<file path="src/rtl/core_types_pkg.sv">
// Shared types and constants for the load/store path: FSM states, fault codes,
// RV32I size/sign encodings and the legality/alignment helpers used at issue.
package core_types_pkg;

   localparam int unsigned DATA_W = 32;

   typedef enum logic [1:0] {
      IDLE   = 2'd0,
      ACCESS = 2'd1,
      DONE   = 2'd2
   } mau_state_t;

   localparam logic [1:0] FAULT_MISALIGN = 2'b01;
   localparam logic [1:0] FAULT_ILLEGAL  = 2'b10;
   localparam logic [1:0] FAULT_TIMEOUT  = 2'b11;

   localparam logic [2:0] F3_B  = 3'b000;
   localparam logic [2:0] F3_H  = 3'b001;
   localparam logic [2:0] F3_W  = 3'b010;
   localparam logic [2:0] F3_BU = 3'b100;
   localparam logic [2:0] F3_HU = 3'b101;

   // Loads accept the five RV32I load encodings; stores only B/H/W.
   function automatic logic is_illegal(input logic       rmem,
                                       input logic       wmem,
                                       input logic [2:0] f3);
      logic bad;
      bad = 1'b0;
      if (rmem && wmem)
         bad = 1'b1;
      else if (rmem)
         bad = !((f3 == F3_B) || (f3 == F3_H) || (f3 == F3_W) ||
                 (f3 == F3_BU) || (f3 == F3_HU));
      else
         bad = (f3 > F3_W);
      return bad;
   endfunction

   function automatic logic is_misaligned(input logic [2:0] f3,
                                          input logic [1:0] off);
      logic mis;
      mis = 1'b0;
      case (f3[1:0])
         2'b01:   mis = off[0];
         2'b10:   mis = (off != 2'b00);
         default: mis = 1'b0;
      endcase
      return mis;
   endfunction

endpackage

</file>
<file path="src/rtl/lsu_byte_lane.sv">
// Byte-lane steering: store byte enables and replicated write data, and
// load lane extraction with sign or zero extension. Purely combinational.
module lsu_byte_lane
   import core_types_pkg::*;
(
   input  logic [1:0]        st_size,
   input  logic [1:0]        st_off,
   input  logic [DATA_W-1:0] st_data,
   output logic [3:0]        st_be,
   output logic [DATA_W-1:0] st_wdata,
   input  logic [2:0]        ld_funct3,
   input  logic [1:0]        ld_off,
   input  logic [DATA_W-1:0] ld_rdata,
   output logic [DATA_W-1:0] ld_data
);

   logic signed [7:0]        ld_byte_s;
   logic signed [15:0]       ld_half_s;
   logic signed [DATA_W-1:0] ld_byte_ext;
   logic signed [DATA_W-1:0] ld_half_ext;

   always_comb begin
      st_be    = 4'b1111;
      st_wdata = st_data;
      case (st_size)
         2'b00: begin
            st_be    = 4'b0001 << st_off;
            st_wdata = {4{st_data[7:0]}};
         end
         2'b01: begin
            st_be    = 4'b0011 << st_off;
            st_wdata = {2{st_data[15:0]}};
         end
         default: begin
            st_be    = 4'b1111;
            st_wdata = st_data;
         end
      endcase
   end

   // Halfword loads are aligned, so only the upper offset bit picks the lane.
   always_comb begin
      ld_byte_s   = signed'(ld_rdata[{ld_off, 3'b000} +: 8]);
      ld_half_s   = signed'(ld_rdata[{ld_off[1], 4'b0000} +: 16]);
      ld_byte_ext = ld_byte_s;
      ld_half_ext = ld_half_s;
      case (ld_funct3)
         F3_B:    ld_data = ld_byte_ext;
         F3_H:    ld_data = ld_half_ext;
         F3_BU:   ld_data = {24'd0, ld_byte_s};
         F3_HU:   ld_data = {16'd0, ld_half_s};
         default: ld_data = ld_rdata;
      endcase
   end

endmodule

</file>
<file path="src/rtl/mem_access_unit.sv">
// Load/store unit: one req/ack bus transaction per load or store, stalling
// the pipeline until the transaction completes, faults or times out.
module mem_access_unit
   import core_types_pkg::*;
#(
   parameter int unsigned MAX_WAIT = 15
) (
   input  logic        Clock,
   input  logic        nReset,
   input  logic        ex_valid,
   input  logic        Rmem,
   input  logic        Wmem,
   input  logic [2:0]  funct3,
   input  logic [31:0] addr,
   input  logic [31:0] wdata,
   input  logic        bus_ack,
   input  logic [31:0] bus_rdata,
   output logic        bus_req,
   output logic        bus_we,
   output logic [31:0] bus_addr,
   output logic [3:0]  bus_be,
   output logic [31:0] bus_wdata,
   output logic [31:0] memOut,
   output logic        stall,
   output logic        access_fault,
   output logic [1:0]  fault_cause
);

   localparam logic [7:0] LAST_WAIT = 8'(MAX_WAIT - 1);

   mau_state_t  state;
   logic [7:0]  wait_cnt;
   logic [2:0]  funct3_p1;
   logic [1:0]  off_p1;

   logic        start;
   logic        illegal;
   logic        misalign;
   logic        start_ok;
   logic [3:0]  st_be;
   logic [31:0] st_wdata;
   logic [31:0] ld_data;

   assign start    = ex_valid & (Rmem | Wmem);
   assign illegal  = is_illegal(Rmem, Wmem, funct3);
   assign misalign = is_misaligned(funct3, addr[1:0]);
   assign start_ok = start & ~illegal & ~misalign;

   // The issuing cycle stalls combinationally so EX holds while the bus runs.
   assign stall = ((state == IDLE) && start_ok) || (state == ACCESS);

   lsu_byte_lane u_lane (
      .st_size   (funct3[1:0]),
      .st_off    (addr[1:0]),
      .st_data   (wdata),
      .st_be     (st_be),
      .st_wdata  (st_wdata),
      .ld_funct3 (funct3_p1),
      .ld_off    (off_p1),
      .ld_rdata  (bus_rdata),
      .ld_data   (ld_data)
   );

   always_ff @(posedge Clock or negedge nReset) begin
      if (!nReset) begin
         state        <= IDLE;
         wait_cnt     <= '0;
         funct3_p1    <= '0;
         off_p1       <= '0;
         bus_req      <= 1'b0;
         bus_we       <= 1'b0;
         bus_addr     <= '0;
         bus_be       <= '0;
         bus_wdata    <= '0;
         memOut       <= '0;
         access_fault <= 1'b0;
         fault_cause  <= '0;
      end else begin
         access_fault <= 1'b0;
         case (state)
            IDLE: begin
               if (start) begin
                  if (illegal) begin
                     access_fault <= 1'b1;
                     fault_cause  <= FAULT_ILLEGAL;
                  end else if (misalign) begin
                     access_fault <= 1'b1;
                     fault_cause  <= FAULT_MISALIGN;
                  end else begin
                     bus_we    <= Wmem;
                     bus_addr  <= {addr[31:2], 2'b00};
                     bus_be    <= st_be;
                     bus_wdata <= st_wdata;
                     funct3_p1 <= funct3;
                     off_p1    <= addr[1:0];
                     wait_cnt  <= '0;
                     bus_req   <= 1'b1;
                     state     <= ACCESS;
                  end
               end
            end
            // ---- bus phase: ack has priority over the timeout on the same cycle
            ACCESS: begin
               wait_cnt <= wait_cnt + 8'd1;
               if (bus_ack) begin
                  bus_req <= 1'b0;
                  if (!bus_we)
                     memOut <= ld_data;
                  state <= DONE;
               end else if (wait_cnt == LAST_WAIT) begin
                  bus_req      <= 1'b0;
                  memOut       <= '0;
                  access_fault <= 1'b1;
                  fault_cause  <= FAULT_TIMEOUT;
                  state        <= DONE;
               end
            end
            DONE: begin
               state <= IDLE;
            end
            default: begin
               state   <= IDLE;
               bus_req <= 1'b0;
            end
         endcase
      end
   end

endmodule
</file>
<file path="config.mk">
export PLATFORM = sky130hd
export DESIGN_NAME = mem_access_unit
export DESIGN_NICKNAME = d
export VERILOG_FILES = /design/src/rtl/core_types_pkg.sv /design/src/rtl/lsu_byte_lane.sv /design/src/rtl/mem_access_unit.sv
export SDC_FILE = /design/constraint.sdc
export NUM_CORES = 1
export LEC_CHECK = 0
export CAP_MARGIN = 25
export CORE_ASPECT_RATIO = 1.75
export CORE_MARGIN = 2
export CORE_UTILIZATION = 46
export CTS_CLUSTER_DIAMETER = 150
export CTS_CLUSTER_SIZE = 14
export DETAILED_ROUTE_END_ITERATION = 7
export PLACE_DENSITY = 0.9
export SLEW_MARGIN = 10
export SYNTH_ARGS = -nofsm -noshare
export SYNTH_HDL_FRONTEND = slang
export SYNTH_HIERARCHICAL = 1
export SYNTH_SLANG_ARGS = --single-unit
export TNS_END_PERCENT = 5
</file>
<file path="constraint.sdc">
create_clock -name Clock -period 2.1 [get_ports Clock]
set_input_delay 0.42 -clock Clock [delete_from_list [all_inputs] [get_ports Clock]]
set_output_delay 0.42 -clock Clock [all_outputs]
set_load 0.05 [all_outputs]
</file>
# Yosys cells after proc, flatten, opt, wreduce, memory -nomap -nowiden
# Index checks and enable logic that the tools add are counted.
# classes
reduce_logical	21
muxes	37
order_cmp	1
bitwise_logic	7
add_sub_neg	1
shift	4
eq_ne	20
# ops
cell	count
32-bit case mux with 4 select lines	1
32-bit 2-to-1 mux	3
32-bit case mux with 2 select lines	1
32-bit by 6-bit variable part select with 16-bit output	1
32-bit by 6-bit variable part select with 8-bit output	1
8-bit 2-to-1 mux	3
2-bit 2-to-1 mux	10
8-bit case mux with 2 select lines	1
3-bit == test (second input constant)	4
1-bit 2-to-1 mux	12
4-bit AND reduction	3
2-bit != test (second input constant)	5
5-bit AND reduction	2
8-bit by 1-bit adder with 8-bit output (second input constant)	1
8-bit by 4-bit == test with 1-bit output (second input constant)	1
2-bit case mux with 2 select lines	2
4-bit case mux with 2 select lines	1
3-bit by 1-bit == test with 1-bit output (second input constant)	2
3-bit logical NOT	2
2-bit nonzero test	3
1-bit logical OR	5
2-bit by 1-bit == test with 1-bit output (second input constant)	2
2-bit == test (second input constant)	2
2-bit logical NOT	2
15 further kinds	21
# word_totals
output_inout_bits	106
elab_cells	103
reg_bits	118
inputBits	105

# Longest topological paths before layout
# logic_depth
ltp_word	13
mapped_depth	9
ltp_nobuf	7

# By module
# Netlist, hierarchy kept.
# by_module_without_submodules
mod	seq_area_each_um2	area_each_um2	cells_each	instances
mem_access_unit	2952.8	4647.0	310	1
lsu_byte_lane	0.0	1326.3	184	1

# Worst setup path after synthesis
# Ideal clock, no wire load.
# synth_path
path_type	input to output
start	in funct3[0]
end	out stall
required_ns	1.680
n_path_buf	1
stages	7
setup_slack_ns	-0.144
arrival_time_ns	1.824
cell_sequence	inv_1 > ha_1 > o211ai_1 > nand2_1 > or3_1 > buf_2 > nand2_1
# synth_via
elab_chain_cells	13
elab_cells_between_ends	22
classes_between	order compare: 1; eq/ne: 6; mux: 3; bitwise: 4; reduce/logical: 8
# synth_rtl
element	line_no	text
start, declared	mem_access_unit.sv:13	input logic [2:0] funct3,
3-bit by 1-bit == test with 1-bit output / 3-bit logical NOT (equally long branches)	core_types_pkg.sv:32	bad = !((f3 == F3_B) || (f3 == F3_H) || (f3 == F3_W) ||
1-bit logical OR (3 in series)	core_types_pkg.sv:32	
1-bit logical OR	core_types_pkg.sv:33	(f3 == F3_BU) || (f3 == F3_HU));
1-bit logical NOT	core_types_pkg.sv:32	
1-bit 2-to-1 mux	core_types_pkg.sv:31	else if (rmem)
1-bit 2-to-1 mux	core_types_pkg.sv:29	if (rmem && wmem)
1-bit inverter (no source line)	n/a	
1-bit bitwise AND	mem_access_unit.sv:47	assign start_ok = start & ~illegal & ~misalign;
1-bit bitwise AND *	mem_access_unit.sv:47	
1-bit logical AND *	mem_access_unit.sv:50	assign stall = ((state == IDLE) && start_ok) || (state == ACCESS);
1-bit logical OR *	mem_access_unit.sv:50	
end, declared	mem_access_unit.sv:24	output logic stall,
# Every way passes the cells marked *; elsewhere a longest branch is shown, timed or not.

# Worst setup path in the final report
# Ends and elaborated chain as after synthesis.

==> impl_metrics.env <==
export IMPL_p_per_area_nw_per_um2=1541
export IMPL_ant_nets=0
export IMPL_design_area_um2=9087
export IMPL_cap_violations=0
export IMPL_worst_pin_slew_ns=0.5449
export IMPL_clock_latency_ns=0.41
export IMPL_dp_cells=866
export IMPL_peakVddDrop_uv=974.8
export IMPL_wl_met1_mm=6.382
export IMPL_slowest_delay_ns=0.43
export IMPL_top_layer="met4"
export IMPL_pin_count=211
export IMPL_critPathKind="input pin to output pin"
export IMPL_ys_flop_type="dfrtp_1"
export IMPL_path_buf_inv=3
export IMPL_fmax_mhz=473.3
export IMPL_min_period_ns=2.113
export IMPL_yosysMostFrequentCell="dfrtp_1"
export IMPL_clkTransAtPathRegs_ns=0.06
export IMPL_crit_family="simple AND/OR/NAND/NOR gates"
export IMPL_slowest_stage="or3_4"
export IMPL_fin_cells=913
export IMPL_viasPerCell=5.536
export IMPL_dr_wl_met2_mm=9.196
export IMPL_synth_top_area_share_pct=49.43
export IMPL_endpoint_kind="output pin"
export IMPL_drive_above_1_share_pct=22.94
export IMPL_dieArea_um2=13950
export IMPL_yosys_top_cells_count="dfrtp_1 (118), mux2_2 (47), nand2_1 (44), mux2_1 (41), a22o_1 (30)"
export IMPL_slew_headroom_pct=63.56
export IMPL_rows=55
export IMPL_drc=0
export IMPL_fillers=851
export IMPL_finalCritPeriodShare_pct=100.6
export IMPL_worstPathRequired_ns=1.68
export IMPL_die_x_um=90.14
export IMPL_drtIter0Drc=219
export IMPL_path_max_fanout=2
export IMPL_grt_pass1_wl_mm=28.43
export IMPL_cts_htree_levels=4
export IMPL_port_buffers=208
export IMPL_core_area_um2=12800
export IMPL_finalSetupViolations=1
export IMPL_clockBufferDepth=2
export IMPL_pre_cts_slack_ns=-0.6801
export IMPL_antenna_found_initial=0
export IMPL_start_util_pct=46.67
export IMPL_synth_edf_count=0
export IMPL_numCtsBuffers=17
export IMPL_arrival_ns=1.69
export IMPL_clock_skew_ns=0.009855
export IMPL_gp_congestion=0.8883
export IMPL_vias=5054
export IMPL_synth_cells=494
export IMPL_dp_hpwl_mm=12.66
export IMPL_rsz0062_at_grt="yes"
export IMPL_area_growth_pct=52.14
export IMPL_clkSinkCount=118
export IMPL_die_h_um=154.7
export IMPL_violations="setup timing"
export IMPL_grt_max_degree=42
export IMPL_critPathLaunchType="input pin"
export IMPL_yosys_top_cells_area="dfrtp_1 (49%), mux2_2 (8.9%), mux2_1 (7.7%)"
export IMPL_cts_root_buf="clkbuf_16"
export IMPL_route_met3_wl_mm=1.314
export IMPL_synth_warnings=6
export IMPL_ys_seq_area_share_pct=49.43
export IMPL_setup_slack_ns=-0.01263
export IMPL_synth_seq_cells=118
export IMPL_syn_area_per_cell_um2=12.09
export IMPL_path_cells="buf_8 -> buf_4 -> ha_2 -> nand3_2 -> nand2_1 -> or3_4 -> nand2_4 -> buf_12"
export IMPL_grt_pass1_vias=5624
export IMPL_cts_tree="built"
export IMPL_hold_path_class="input pin to register"
export IMPL_syn_area_um2=5973
export IMPL_design_power_total_mw=14.00
export IMPL_hold_viol=0
export IMPL_maxSlewViolCount=0
export IMPL_routed_wl_mm=17.56
export IMPL_status="finished, violations left"
export IMPL_grt_use_total_pct=25.59
export IMPL_tns_ns=-0.01263
export IMPL_first_pass_iters=5
export IMPL_place_area_um2=8315
export IMPL_synth_largest_area_cell="dfrtp_1"
export IMPL_wl_per_cell_um=19.24
export IMPL_leakage_nw=3.966
export IMPL_nets=838
export IMPL_grt_overflow_total=0
export IMPL_synthArstFlopShare_pct=100.0
export IMPL_synth_cell_types=56
[stage by stage]
step                      utilization [%]  hold slack (ns)
after global routing                70.98           0.4684
after floorplan                         -           0.1244
final                               71.00           0.4681
after CTS                           70.67           0.4921
after detailed placement            64.97           0.4158
after global placement              64.97           0.4114
[worst paths after layout]
path                                          start  depth (start not counted)  slack (ns)                         end
max                                       funct3[0]                          8       -0.01                       stall
min                                         addr[0]                          4        0.47  fault_cause[1]$_DFFE_PN0P_
max reg2reg                    state[1]$_DFFE_PN0P_                          7        0.15       bus_be[2]$_DFFE_PN0P_
min reg2reg                bus_addr[17]$_DFFE_PN0P_                          1        0.49    bus_addr[17]$_DFFE_PN0P_
max in group asynchronous                    nReset                          3        0.96   bus_wdata[16]$_DFFE_PN0P_
min in group asynchronous                    nReset                          2        0.54      memOut[15]$_DFFE_PN0P_
[report_power, final]
part           internal (mW)  switching (mW)  total (mW)  leakage (nW)
registers               3.17           0.609        3.78          1.46
clock network           1.80            1.19        2.99         0.297
logic                   2.69            4.53        7.23          2.21
total                   7.67            6.33        14.0          3.97
[repair_timing]
item / in CTS / in global routing
endpoints found under the hold margin: 31 / 0
gates resized for setup: 23 / 15
setup endpoints to repair: 75 / 51
gates cloned: 0 / 0
hold buffers: 1 / 0
setup buffers: 12 / 1
pin swaps: 7 / 7
[tightest hold or removal path, stage by stage]
cell and delay (ns):
clkbuf_2 0.12, nand3_2 0.10, a21oi_2 0.07, o22ai_1 0.12
[area by class of cell]
| class | count | area, µm² | share of cell area [%] |
|---|---|---|---|
| Sequential cell | 118 | 2953 | 32.49 |
| Multi-Input combinational cell | 325 | 2710 | 29.82 |
| Timing Repair Buffer | 259 | 2564 | 28.21 |
| Clock buffer | 17 | 425.4 | 4.681 |
| Tap cell | 171 | 214.0 | 2.354 |
| Clock inverter | 15 | 182.7 | 2.010 |
| Inverter | 7 | 36.28 | 0.3993 |
| Antenna cell | 1 | 2.502 | 0.02754 |
[cells in the final DEF (no fill, tap or decap), drive strengths merged, types with 2 or more instances in the layout]
master           n
o21bai           3
mux2            89
clkinv           3
and3             2
nand4           10
nand3            9
clkdlybuf4s50  196
nand2           46
ha               5
and2b            2
o22ai            2
nor3            10
a22o            32
bufinv           2
a22oi           16
dfrtp          118
a211oi          15
o211ai           3
nor2            13
nor2b            2
nand3b           7
a21oi            4
nand2b           2
or4              2
clkbuf          18
nor3b            2
o21ai           15
conb             2
dlygate4sd2      4
mux2i           17
or2b             2
xor2             6
buf             57
inv             16
[registers in the layout, indices dropped and copies added, names as in the netlist]
signal and count:
bus_wdata 32, memOut 32, bus_addr 30, wait_cnt 8, bus_be 4, funct3_p1 3
fault_cause 2, off_p1 2, state 2, access_fault 1, bus_req 1, bus_we 1
[kinds of logic (layout without fill, tap and decap cells)]
kind of cell,Yosys count,count (layout),synth area share (%)
adders and majority gates,5,5,1.047
xor gates and xnor gates,6,6,0.8798
AOI/OAI and AO/OA,93,93,11.79
and+or+nand+nor,112,112,10.43
muxes,107,107,20.07
buffers and inverters,52,298,6.284
other,1,3,0.06278
DFF,118,118,49.43
[routing by layer]
metal  vias up  track usage [%]
met5         -                0
met4         0            12.45
met3        50            7.988
met2       266            45.72
met1      2470            27.16
li1       2268                -
(Power assumes the default switching activity.)
==> variant 1 (same settings) <==
Put one more register stage on the output `access_fault`, without a reset. The value now appears one clock later. The other outputs are not delayed to match.
--- a/src/rtl/mem_access_unit.sv
+++ b/src/rtl/mem_access_unit.sv
@@ -28,4 +28,6 @@
 
    localparam logic [7:0] LAST_WAIT = 8'(MAX_WAIT - 1);
+
+   logic access_fault_s0;
 
    mau_state_t  state;
@@ -74,16 +76,16 @@
          bus_wdata    <= '0;
          memOut       <= '0;
-         access_fault <= 1'b0;
+         access_fault_s0 <= 1'b0;
          fault_cause  <= '0;
       end else begin
-         access_fault <= 1'b0;
+         access_fault_s0 <= 1'b0;
          case (state)
             IDLE: begin
                if (start) begin
                   if (illegal) begin
-                     access_fault <= 1'b1;
+                     access_fault_s0 <= 1'b1;
                      fault_cause  <= FAULT_ILLEGAL;
                   end else if (misalign) begin
-                     access_fault <= 1'b1;
+                     access_fault_s0 <= 1'b1;
                      fault_cause  <= FAULT_MISALIGN;
                   end else begin
@@ -111,5 +113,5 @@
                   bus_req      <= 1'b0;
                   memOut       <= '0;
-                  access_fault <= 1'b1;
+                  access_fault_s0 <= 1'b1;
                   fault_cause  <= FAULT_TIMEOUT;
                   state        <= DONE;
@@ -127,3 +129,7 @@
    end
 
+   always_ff @(posedge Clock) begin
+      access_fault <= access_fault_s0;
+   end
+
 endmodule
Behaviour: not the same (Yosys sat finds a counterexample within 4 cycles, from zero or initial values and one cycle with nReset low).
==> variant 1 against the original RTL <==
Wire length up 0.74%; global-route usage grew 0.29 points; power shrank 1.4%; largest cell class unchanged; maximum frequency rose by 3.8%; design area down 0.15%; synthesized cell count increased by 0.20%; worst setup slack improved by 0.077 ns; area after synthesis shrank 0.17%; critical path depth fell by 2; sequential cell count up 1; die area is 0.16% lower.
==> variant 1: results (changes against the original RTL) <==
stage	metric	value	unit	change
grt	grt_pass1_wl	28600	um	was 28400 um
synthesis	async_flop_share	0.992		was 1.00
clock_network	cts_root_buf	clkbuf_16		unchanged
synthesis	synth.area.top_cells	dfrtp_1 (50%), mux2_2 (11%), mux2_1 (5.5%), a22o_1 (4.4%), buf_6 (3.0%)		was dfrtp_1 (49%), mux2_2 (8.9%), mux2_1 (7.7%), a22o_1 (4.4%), mux2i_1 (2.8%)
synthesis	yosys-top-cells-count	dfrtp_1 (118), mux2_2 (59), nand2_1 (45)		was dfrtp_1 (118), mux2_2 (47), nand2_1 (44)
status	run_status	finished clean		was complete, but fails checks
clock_network	clk_pin_slew_worst_paths	0.05	ns	
clock_network	ctsResizeCount	18		was 23
synthesis	ys_seq_area_frac	0.499		was 0.494
layout	nets	835		was 838
grt	grt.met1_usage	0.272		about the same
routing	drtIter0Drc	350		was 219
clock_network	cts_setup_buffers	10		was 12
grt	grt_max_degree	48		was 42
grt	grt_pass1_vias	5522		was 5624
critical_path	cp_max_fo	4		was 2
synthesis	avgSynthCellArea	12.0	um^2	was 12.1 um^2
synthesis	yosys_warnings	6		unchanged
layout	instances_no_fill	910		was 913
routing	via_count	5035		was 5054
place	dpl-instance-area	8310	um^2	was 8320 um^2
routing	totalWireLength	17700	um	was 17600 um
sta	skew	0.0108	ns	was 0.00985 ns
sta	max_slew.worst_pin.slew	0.633	ns	was 0.545 ns
pwr	p_leak	3.94	nW	was 3.97 nW
layout	drive_above_1_share	0.230		was 0.229
worst_hold_path	hold_path_class	primary input to async pin		was primary input to register
pwr	ir_drop	1.03	mV	was 0.975 mV
clock_network	clk_latency	0.40	ns	
synthesis	synth_cell_type_count	51		was 56
routing	met3WireLength	1420	um	was 1310 um
place	gp_congestion	0.891		was 0.888
grt	met3_usage	0.0740		was 0.0799
critical_path	cp_slowest_stage_delay	0.41	ns	was 0.43 ns
pwr	switching_share	0.443		was 0.452
grt	grt_usage	0.259		was 0.256
critical_path	cp_slowest_cell	dfrtp_1		was or3_4
grt	met2_usage	0.480		was 0.457
routing	met2_length	9550	um	was 9200 um
place	dp_cells	866		unchanged
place	dpl.hpwl	13100	um	was 12700 um
-- variant 1: cells by family after synthesis --
logic type	synth area share
DFF	0.499
and+or+nand+nor	0.104
muxes	0.201
AOI/OAI and AO/OA	0.117
buffers and inverters	0.0602
xor gates and xnor gates	0.00881
adders and majority gates	0.0105
other	0.000629
-- variant 1: stage by stage --
| stage | total power, W | setup slack (ns) |
|---|---|---|
| floorplan | 0.00825 | 0.0608 |
| global placement | 0.0105 | -0.461 |
| detailed placement | 0.0107 | -0.506 |
| CTS | 0.0139 | 0.00460 |
| global route | 0.0144 | -0.0425 |
| finish | 0.0138 | 0.0639 |
-- variant 1: area by class of cell --
class                           instances  area [um^2]
Clock inverter                         15          190
Tap cell                              171          214
Inverter                                6         30.0
Fill cell                             880         3730
Clock buffer                           17          425
Timing Repair Buffer                  254         2550
Sequential cell                       119         2970
Antenna cell                            1         2.50
Multi-Input combinational cell        327         2690
-- variant 1: final timing paths --
path,from,to,slack (ns),depth (start not counted)
max,state[0],stall,0.06,6
min,nReset,memOut[25],0.04,1
max reg2reg,wait_cnt[0],memOut[1],0.09,8
min reg2reg,access_fault_s0,access_fault,0.35,0
max in group asynchronous,nReset,bus_be[0],1.39,2
min in group Clock,access_fault_s0,access_fault,0.35,0
-- variant 1: power groups by stage --
| stage | combinational, W | sequential (W) | clock, W |
|---|---|---|---|
| after floorplan | 0.00179 | 0.00647 | 0 |
| after global placement | 0.00680 | 0.00373 | 0 |
| after detailed placement | 0.00695 | 0.00380 | 0 |
| after CTS | 0.00701 | 0.00378 | 0.00307 |
| after global routing | 0.00729 | 0.00390 | 0.00319 |
| final | 0.00700 | 0.00378 | 0.00303 |
==> variant 2 (same flow settings) <==
Without the edit above. The parameter `MAX_WAIT` goes from 15 to 7.
--- a/src/rtl/mem_access_unit.sv
+++ b/src/rtl/mem_access_unit.sv
@@ -4,5 +4,5 @@
    import core_types_pkg::*;
 #(
-   parameter int unsigned MAX_WAIT = 15
+   parameter int unsigned MAX_WAIT = 7
 ) (
    input  logic        Clock,
Function: same outputs for any inputs over 4 cycles, from zero or initial values and one cycle with nReset low; that may be too few to reach the edited logic, so the function may still have changed.
==> variant 2 against the original RTL <==
Global-route usage decreased by 1.5 points; first-iteration DRC count up 26%; non-clock buffer count is 13 lower; critical path depth fell by 1; wire length fell by 1.1%; area after synthesis rose by 4.7%; power increased by 1.3%; sequential cell count is the same; worst setup slack better by 0.060 ns; core utilization is 2.1 points lower; design area rose by 0.88%; critical path type unchanged; highest routed layer unchanged.
==> variant 2: results (changes against the original RTL) <==
stage	metric	value	unit	change
pwr	switching_share	0.457		was 0.452
synthesis	synth.area.top_cells	dfrtp_1 (47%), mux2_2 (8.5%), mux2i_1 (8.2%), mux2_1 (7.4%), nand2_1 (4.5%)		was dfrtp_1 (49%), mux2_2 (8.9%), mux2_1 (7.7%), a22o_1 (4.4%), mux2i_1 (2.8%)
pwr	ir_drop	1.02	mV	was 0.975 mV
layout	nets	885		was 838
grt	grt_usage	0.241		was 0.256
place	gp_congestion	0.953		was 0.888
routing	drtIter0Drc	275		was 219
grt	grt_pass1_wl	27600	um	was 28400 um
layout	drive_above_1_share	0.186		was 0.229
layout	n_fill_cell	943		was 851
critical_path	cp_slowest_stage_delay	0.32	ns	was 0.43 ns
synthesis	ys_seq_area_frac	0.472		was 0.494
routing	totalWireLength	17400	um	was 17600 um
worst_hold_path	hold_path_class	primary input to async pin		was primary input to register
sta	skew	0.0113	ns	was 0.00985 ns
status	run_status	finished clean		was complete, but fails checks
grt	grt_pass1_vias	5500		was 5624
routing	via_per_inst	5.36		was 5.54
synthesis	synth_cell_type_count	53		was 56
synthesis	yosys-top-cells-count	dfrtp_1 (118), nand2_1 (75), mux2i_1 (51)		was dfrtp_1 (118), mux2_2 (47), nand2_1 (44)
sta	relSlewSlack	0.565		was 0.636
pwr	p_leak	4.17	nW	was 3.97 nW
grt	grt_max_degree	119		was 42
layout	diodes	0		was 1
critical_path	r2r_cells	6		was 7
routing	first_pass_iters	6		was 5
critical_path	cp_slowest_cell	clkdlybuf4s15_1		was or3_4
variant 2: cell count changes after synthesis, sizes merged, moves of 2 or more:
cell    before  now
a21oi        4    1
o211ai       3    1
a21bo        0    2
nand2       46   76
mux2i       17   51
inv          7   37
nor2b        2    4
a22o        32    0
variant 2: cell families after synthesis:
logic type,count (synthesis),share of synthesized area
adders and majority gates,5,0.0100
buffers and inverters,81,0.0792
AOI/OAI and AO/OA,57,0.0644
and+or+nand+nor,144,0.119
muxes,141,0.246
other,1,0.000600
xor gates and xnor gates,6,0.00840
DFF,118,0.472
variant 2: worst max-delay path, delay by kind of cell:
kind | cells | cell delay [ns]
buffers and inverters | 3 | 0.65
and+or+nand+nor | 4 | 0.55
variant 2: power by group through the flow:
stage                     Combinational, W  Clock (W)  Sequential, W
after CTS                          0.00766    0.00272        0.00386
after floorplan                    0.00197          0        0.00683
after global routing               0.00801    0.00283        0.00397
final                              0.00766    0.00267        0.00386
after global placement             0.00746          0        0.00382
after detailed placement           0.00760          0        0.00387
variant 2: area by class of cell:
type / instances / share of cell area
Timing Repair Buffer: 246 / 0.264
Tap cell: 174 / 0.0237
Sequential cell: 118 / 0.322
Clock inverter: 9 / 0.00873
Multi-Input combinational cell: 355 / 0.315
Clock buffer: 20 / 0.0509
Inverter: 37 / 0.0154
variant 2: through the flow:
step | instances | instance area, um^2 | TNS, ns | utilization | total power, W
finish | 959 | 9170 | 0 | 0.689 | 0.0142
global route | 959 | 9170 | -0.0667 | 0.689 | 0.0148
CTS | 958 | 9130 | 0 | 0.686 | 0.0142
detailed placement | 927 | 8540 | -40.04 | 0.642 | 0.0115
global placement | 927 | 8540 | -32.90 | 0.642 | 0.0113
floorplan | 554 | 6260 | 0 | - | 0.00880
variant 2: final timing paths:
path                          startpoint            end  slack [ns]
setup / recovery                    Rmem          stall        0.05
hold / removal                    nReset     memOut[16]         0.1
setup reg to reg                state[1]      bus_be[1]        0.12
hold reg to reg            bus_wdata[10]  bus_wdata[10]        0.48
max in group asynchronous         nReset      memOut[3]        1.49
min in group Clock         bus_wdata[10]  bus_wdata[10]        0.48
variant 2: timing repair:
| action | in CTS | in global routing |
|---|---|---|
| pin swaps | 5 | 3 |
| setup buffers | 3 | 1 |
| setup endpoints to repair | 67 | 6 |
| gates cloned | 0 | 0 |
| hold buffers | 0 | 0 |
| gates resized for setup | 20 | 9 |
variant 2: layer usage:
metal / GRT usage / wire length, um / vias up
met3: 0.0590 / 1260 / 43
met2: 0.442 / 9500 / 255
li1: - / - / 2348
met5: 0 / 0 / -
met1: 0.260 / 6040 / 2493
met4: 0.109 / 580 / 0
